File: config.mk
export PLATFORM = sky130hd
export DESIGN_NAME = ucsbece154a_memif_flat
export DESIGN_NICKNAME = d
export VERILOG_FILES = /design/src/rtl/ucsbece154a_memif_pkg.sv /design/src/rtl/ucsbece154a_memif_if.sv /design/src/rtl/ucsbece154a_addrchk.sv /design/src/rtl/ucsbece154a_memif.sv /design/src/flat_wrapper.sv
export SDC_FILE = /design/constraint.sdc
export NUM_CORES = 1
export LEC_CHECK = 0
export BUFFER_PORTS_ARGS = -buffer_cell sky130_fd_sc_hd__buf_2
export CORE_MARGIN = 10
export CORE_UTILIZATION = 45
export CTS_CLUSTER_SIZE = 24
export DETAILED_ROUTE_END_ITERATION = 16
export PLACE_DENSITY = 0.75
export SYNTH_ARGS = -nofsm -noshare
export SYNTH_HDL_FRONTEND = slang
export SYNTH_SLANG_ARGS = --single-unit
File: constraint.sdc
create_clock -name clk -period 4.3 [get_ports clk]
set_clock_uncertainty 0.1 [all_clocks]
set_input_delay 0.86 -clock clk [delete_from_list [all_inputs] [get_ports clk]]
set_output_delay 0.86 -clock clk [all_outputs]
set_load 0.02 [all_outputs]
File: src/rtl/ucsbece154a_memif_pkg.sv
// Shared address map, FSM state encoding and helpers for the memory-request initiator.
package ucsbece154a_memif_pkg;

  localparam logic [31:0] TEXT_START_DEF = 32'h0040_0000;
  localparam logic [31:0] DATA_START_DEF = 32'h1000_0000;
  localparam int          TEXT_SIZE_DEF  = 64;
  localparam int          DATA_SIZE_DEF  = 64;

  typedef enum logic [1:0] {
    IDLE   = 2'd0,
    ACCESS = 2'd1,
    RESP   = 2'd2
  } memifState_e;

  function automatic logic [31:0] wordAlign(input logic [31:0] addr);
    return addr & ~32'h3;
  endfunction

endpackage

File: src/rtl/ucsbece154a_memif_if.sv
// Request/response handshake between the multicycle controller (master) and the memory initiator (slave).
interface ucsbece154a_memif_if;

  logic        req_valid_i;
  logic        req_ready_o;
  logic        req_we_i;
  logic [31:0] req_addr_i;
  logic [31:0] req_wdata_i;
  logic        rsp_valid_o;
  logic        rsp_ready_i;
  logic [31:0] rsp_rdata_o;
  logic        rsp_err_o;

  modport master (
    output req_valid_i, req_we_i, req_addr_i, req_wdata_i, rsp_ready_i,
    input  req_ready_o, rsp_valid_o, rsp_rdata_o, rsp_err_o
  );

  modport slave (
    input  req_valid_i, req_we_i, req_addr_i, req_wdata_i, rsp_ready_i,
    output req_ready_o, rsp_valid_o, rsp_rdata_o, rsp_err_o
  );

endinterface

File: src/rtl/ucsbece154a_addrchk.sv
// Combinational address-map check: flags addresses outside text/data and stores into text.
module ucsbece154a_addrchk
  import ucsbece154a_memif_pkg::*;
#(
  parameter logic [31:0] TEXT_START = TEXT_START_DEF,
  parameter int          TEXT_SIZE  = TEXT_SIZE_DEF,
  parameter logic [31:0] DATA_START = DATA_START_DEF,
  parameter int          DATA_SIZE  = DATA_SIZE_DEF
) (
  input  logic [31:0] i_addr,
  input  logic        i_we,
  output logic        o_fault
);

  localparam logic [31:0] TEXT_END = TEXT_START + 32'(4 * TEXT_SIZE);
  localparam logic [31:0] DATA_END = DATA_START + 32'(4 * DATA_SIZE);

  logic w_inText;
  logic w_inData;

  assign w_inText = (i_addr >= TEXT_START) && (i_addr < TEXT_END);
  assign w_inData = (i_addr >= DATA_START) && (i_addr < DATA_END);
  assign o_fault  = !(w_inText || w_inData) || (i_we && w_inText);

endmodule

File: src/rtl/ucsbece154a_memif.sv
// Memory-request initiator with configurable wait states and fault reporting.
// Build option: UCSBECE154A_MEMIF_ALIGN_CHECK_EN makes misaligned addresses fault instead of being word-aligned.
module ucsbece154a_memif
  import ucsbece154a_memif_pkg::*;
#(
  parameter int          WAIT_CYCLES = 0,
  parameter logic [31:0] TEXT_START  = TEXT_START_DEF,
  parameter int          TEXT_SIZE   = TEXT_SIZE_DEF,
  parameter logic [31:0] DATA_START  = DATA_START_DEF,
  parameter int          DATA_SIZE   = DATA_SIZE_DEF
) (
  input  logic                      clk,
  input  logic                      reset_n_i,
  ucsbece154a_memif_if.slave        bus,
  output logic                      mem_we_o,
  output logic [31:0]               mem_a_o,
  output logic [31:0]               mem_wd_o,
  input  logic [31:0]               mem_rd_i
);

  memifState_e r_state;
  logic [3:0]  r_cnt;
  logic        r_we;
  logic        r_fault;
  logic        r_reqReady;
  logic        r_rspValid;
  logic [31:0] r_rdata;
  logic        r_err;
  logic        r_memWe;
  logic [31:0] r_memA;
  logic [31:0] r_memWd;

  logic [31:0] w_addr;
  logic        w_regionFault;
  logic        w_misFault;
  logic        w_fault;

`ifdef UCSBECE154A_MEMIF_ALIGN_CHECK_EN
  assign w_addr     = bus.req_addr_i;
  assign w_misFault = |bus.req_addr_i[1:0];
`else
  assign w_addr     = wordAlign(bus.req_addr_i);
  assign w_misFault = 1'b0;
`endif

  ucsbece154a_addrchk #(
    .TEXT_START (TEXT_START),
    .TEXT_SIZE  (TEXT_SIZE),
    .DATA_START (DATA_START),
    .DATA_SIZE  (DATA_SIZE)
  ) u_addrchk (
    .i_addr  (w_addr),
    .i_we    (bus.req_we_i),
    .o_fault (w_regionFault)
  );

  assign w_fault = w_regionFault | w_misFault;

  // mem_we is registered one edge early so it is high exactly during the final ACCESS cycle
  always_ff @(posedge clk or negedge reset_n_i) begin
    if (!reset_n_i) begin
      r_state    <= IDLE;
      r_cnt      <= 4'd0;
      r_we       <= 1'b0;
      r_fault    <= 1'b0;
      r_reqReady <= 1'b1;
      r_rspValid <= 1'b0;
      r_rdata    <= 32'd0;
      r_err      <= 1'b0;
      r_memWe    <= 1'b0;
      r_memA     <= 32'd0;
      r_memWd    <= 32'd0;
    end else begin
      case (r_state)
        IDLE: begin
          if (bus.req_valid_i) begin
            r_we       <= bus.req_we_i;
            r_fault    <= w_fault;
            r_memA     <= w_addr;
            r_memWd    <= bus.req_wdata_i;
            r_cnt      <= 4'(WAIT_CYCLES);
            r_memWe    <= bus.req_we_i && !w_fault && (WAIT_CYCLES == 0);
            r_reqReady <= 1'b0;
            r_state    <= ACCESS;
          end
        end
        ACCESS: begin
          if (r_cnt == 4'd0) begin
            r_rdata    <= (!r_we && !r_fault) ? mem_rd_i : 32'd0;
            r_err      <= r_fault;
            r_memWe    <= 1'b0;
            r_rspValid <= 1'b1;
            r_state    <= RESP;
          end else begin
            r_cnt   <= r_cnt - 4'd1;
            r_memWe <= (r_cnt == 4'd1) && r_we && !r_fault;
          end
        end
        RESP: begin
          if (bus.rsp_ready_i) begin
            r_rspValid <= 1'b0;
            r_reqReady <= 1'b1;
            r_state    <= IDLE;
          end
        end
        default: begin
          r_memWe    <= 1'b0;
          r_rspValid <= 1'b0;
          r_reqReady <= 1'b1;
          r_state    <= IDLE;
        end
      endcase
    end
  end

  assign bus.req_ready_o = r_reqReady;
  assign bus.rsp_valid_o = r_rspValid;
  assign bus.rsp_rdata_o = r_rdata;
  assign bus.rsp_err_o   = r_err;
  assign mem_we_o        = r_memWe;
  assign mem_a_o         = r_memA;
  assign mem_wd_o        = r_memWd;

endmodule

File: src/flat_wrapper.sv
// flat-port wrapper written by rule: the top's interface ports become plain ports
module ucsbece154a_memif_flat import ucsbece154a_memif_pkg::*;
#(
  parameter int          WAIT_CYCLES = 0,
  parameter logic [31:0] TEXT_START  = TEXT_START_DEF,
  parameter int          TEXT_SIZE   = TEXT_SIZE_DEF,
  parameter logic [31:0] DATA_START  = DATA_START_DEF,
  parameter int          DATA_SIZE   = DATA_SIZE_DEF
)
  (clk, reset_n_i, mem_we_o, mem_a_o, mem_wd_o, mem_rd_i, bus_req_valid_i, bus_req_we_i, bus_req_addr_i, bus_req_wdata_i, bus_rsp_ready_i, bus_req_ready_o, bus_rsp_valid_o, bus_rsp_rdata_o, bus_rsp_err_o);
  ucsbece154a_memif_if bus_i ();
  input  logic clk;
  input  logic reset_n_i;
  output logic mem_we_o;
  output logic [31:0] mem_a_o;
  output logic [31:0] mem_wd_o;
  input  logic [31:0] mem_rd_i;
  input wire logic [$bits(bus_i.req_valid_i)-1:0] bus_req_valid_i;
  input wire logic [$bits(bus_i.req_we_i)-1:0] bus_req_we_i;
  input wire logic [$bits(bus_i.req_addr_i)-1:0] bus_req_addr_i;
  input wire logic [$bits(bus_i.req_wdata_i)-1:0] bus_req_wdata_i;
  input wire logic [$bits(bus_i.rsp_ready_i)-1:0] bus_rsp_ready_i;
  output wire logic [$bits(bus_i.req_ready_o)-1:0] bus_req_ready_o;
  output wire logic [$bits(bus_i.rsp_valid_o)-1:0] bus_rsp_valid_o;
  output wire logic [$bits(bus_i.rsp_rdata_o)-1:0] bus_rsp_rdata_o;
  output wire logic [$bits(bus_i.rsp_err_o)-1:0] bus_rsp_err_o;
  assign bus_i.req_valid_i = bus_req_valid_i;
  assign bus_i.req_we_i = bus_req_we_i;
  assign bus_i.req_addr_i = bus_req_addr_i;
  assign bus_i.req_wdata_i = bus_req_wdata_i;
  assign bus_i.rsp_ready_i = bus_rsp_ready_i;
  assign bus_req_ready_o = bus_i.req_ready_o;
  assign bus_rsp_valid_o = bus_i.rsp_valid_o;
  assign bus_rsp_rdata_o = bus_i.rsp_rdata_o;
  assign bus_rsp_err_o = bus_i.rsp_err_o;
  ucsbece154a_memif #(.WAIT_CYCLES(WAIT_CYCLES), .TEXT_START(TEXT_START), .TEXT_SIZE(TEXT_SIZE), .DATA_START(DATA_START), .DATA_SIZE(DATA_SIZE)) u_core (.clk(clk), .reset_n_i(reset_n_i), .bus(bus_i), .mem_we_o(mem_we_o), .mem_a_o(mem_a_o), .mem_wd_o(mem_wd_o), .mem_rd_i(mem_rd_i));
endmodule
==> metrics.md <==
| Metric | Value |
|---|---|
| NumNets Final | `634` |
| Row cnt | `35` |
| Share of cells above drive strength 1 | `53.5%` |
| Chip width | `119 um` |
| Crit start category | `flop` |
| DRT Wirelength | `11,400 um` |
| Wire length of the first global-routing pass | `18,400 um` |
| Routed wl met2 | `between 5000 and 6000 um` |
| Post-synthesis cell type count | `35` |
| Vias | `3,200` |
| CP Capture Point | `u_core.bus.rsp_err_o` |
| Max IR drop VDD | `0.447 mV` |
| Max-slew violation count | `0` |
| Arr. time, crit path | `2550 ps` |
| Tmin final | `2410 ps` |
| Final HPWL DP | `8930 um` |
| CP required | `4440 ps` |
| Final Hold Fails | `0` |
| Crit path capture type | `flop` |
| Grt ovf | `0` |
| Fillers | `832` |
| Starting Density | `46.8%` |
| DRT iter0 DRCs | `130` |
| Num CTS Buffers | `9` |
| Wl on met1 | `4530 um` |
| Syn Inst Count | `336` |
| Status | `completed` |
| HP Class | `reg2reg` |
| H-tree Lvls | `3` |
| Max Root-Sink Buffers | `2` |
| Wire per inst | `17.1 um` |
| IO Count | `201` |
| Cell area after synthesis | `4390 um2` |
| #FFs+latches synth | `roughly 110` |
| Wire length on met3 | `1380 um` |
| Worst-Margin Slew | `1250 ps` |
| CTS root buf | `clkbuf_8` |
| Crit Path Category | `reg2reg` |
| Yosys Warn Count | `0` |
| Area grow syn2layout | `30.2%` |
| PwrDens | `666 nW/um2` |
| Average size of a mapped cell | `13.1 um2` |
| Skew-Pair Late Insertion Delay | `between 300 and 400 ps` |
| Remaining antenna violation count | `0` |
| Register area share after synthesis | `a little over 60%` |
| ANT cells | `0` |
| CTS clk-pin slew, worst paths | `approximately 100 ps` |
| DRT Pass-1 Iters | `4` |
| Fin Setup TNS | `0 ps` |
| DIE HEIGHT | `119 um` |
| Die area | `14,100 um2` |
| CTS tree | `yes` |
| Largest net degree at the start of global routing | `75` |
| FF-to-FF path depth | `5` |
| Max-Cap Viols | `0` |
| Fmax | `approximately 410 MHz` |
| R2R Path End | `u_core.bus.rsp_err_o` |
| Gr usage total | `15.9%` |
| Setup Fix Bufs, Post-CTS | `0` |
| DRC Markers | `0` |
| RSZ-0062 raised after global routing | `no` |
| Crit Path Max Fanout | `35` |
| Top routing layer in use | `met4` |
| Hold Slack | `between 400 and 500 ps` |
| Gp weighted congestion | `0.738` |
| TritonCTS Sinks | `between 100 and 150` |
| Slew headroom | `16.7%` |
| Worst setup startpoint | `u_core.r_cnt[0]` |
| Drt via density | `~4.8` |
| Buffers added on ports | `196` |
| Core footprint | `9370 um2` |
| Pleak | `0.00297 uW` |
| Setup slack, reg-to-reg | `1890 ps` |
| Hold buffer count at CTS | `0` |
| Initial antenna violation count | `0` |
| Vias in the first global route | `3,620` |
| Final setup viols | `0` |
| Post-CTS Resized | `0` |
| Final worst-path cycle share | `56.1%` |
| Worst r2r src | `u_core.r_cnt[0]` |
==> synthesized netlist by cell type (all sizes together) <==
master  number  area (um2)
dfrtp      105        2630
mux2        65         732
inv         39         146
mux2i       32         320
nand2       32         120
buf         13         103
nor2         5        18.8
nor4         5        31.3
a21oi        4        20.0
clkbuf       4        15.0
nand3        3        15.0
nor3b        3        27.5
ha           2        25.0
nand2b       2        12.5
nand4        2        12.5
nor2b        2        12.5
o21ai        2        10.0
o31ai        2        15.0
or2          2        12.5
a21o         1        7.51
a31o         1        8.76
a32oi        1        8.76
conb         1        3.75
dfstp        1        26.3
nor3         1        5.00
nor4b        1        8.76
o21a         1        7.51
o22a         1        8.76
o31a         1        8.76
or3b         1        11.3
or4          1        7.51
==> report_power, final <==
part           internal (uW)  switching [uW]
sequential              1330             183
combinational            668             875
clock                    420             323
total                   2420            1380
==> through the flow <==
step / util [%] / area, um2 / setup WS [ps] / std cells / power [uW]
after global routing: 61.0 / 5710 / 1760 / 665 / 4050
after detailed placement: 58.3 / 5460 / 1640 / 649 / 3110
after floorplan: - / 4390 / 2260 / 337 / 2590
after global placement: 58.3 / 5460 / 1690 / 649 / 3050
after CTS: 61.0 / 5710 / 1870 / 665 / 3870
final: 61.0 / 5710 / 1890 / 665 / 3800
==> worst min path at each step <==
stage,to,from,cells after the start
after floorplan,u_core.r_we,u_core.r_we,1
after global placement,u_core.mem_wd_o[7],u_core.mem_wd_o[7],1
after detailed placement,u_core.mem_wd_o[16],u_core.mem_wd_o[16],1
after CTS,u_core.bus.rsp_err_o,u_core.bus.rsp_err_o,1
after global routing,u_core.mem_wd_o[27],u_core.mem_wd_o[27],1
final,u_core.mem_a_o[19],u_core.mem_a_o[19],1
==> cell families after synthesis <==
group | after synthesis | share of synthesized area [%]
adder cells (fa/ha/maj) | 2 | 0.570
buffers and inverters | 56 | 6.01
multiplexers | 97 | 24.0
AO/OA/AOI/OAI | 14 | 2.17
AND/OR/NAND/NOR | 60 | 6.73
flip-flops | 106 | 60.5
other | 1 | 0.0854
==> metal layers <==
layer,vias up,GRT usage [%]
met2,140,25.8
met5,-,0
met4,0,5.04
met3,14,8.33
li1,1510,-
met1,1536,17.6
==> layout by cell type (no fill, tap or decap), drive strengths merged, types with 2 or more instances in the layout <==
master,instances
mux2i,32
nand2b,2
ha,2
nor3b,3
clkbuf,12
nand3,3
buf,200
mux2,65
nor2b,2
nand2,32
o31ai,2
dfrtp,105
a21oi,4
conb,2
or2,2
nand4,2
nor4,5
inv,39
nor2,5
bufinv,3
o21ai,2
==> flip-flops by register name, indices dropped and copies added (netlist names), 2 cells and up <==
register,count
u_core.bus.rsp_rdata_o,32
u_core.mem_a_o,30
u_core.mem_wd_o,32
u_core.r_cnt,4
u_core.r_state,2
==> cell type report <==
cell class,instances,area (um2),share of cell area [%]
sequential,106,2650,46.5
multi-input combinational,175,1480,26.0
timing repair buffer,200,1010,17.7
tap,129,161,2.83
clock buffer,12,155,2.72
inverter,39,146,2.56
clock inverter,4,98.8,1.73
==> critical path, stage by stage, from the launching register on <==
cell	delay, ps
dfrtp_1	400
inv_1	100
ha_1	190
or3b_4	410
or2_2	670
mux2_2	420
Note: power is estimated with default switching activity, not from simulation.
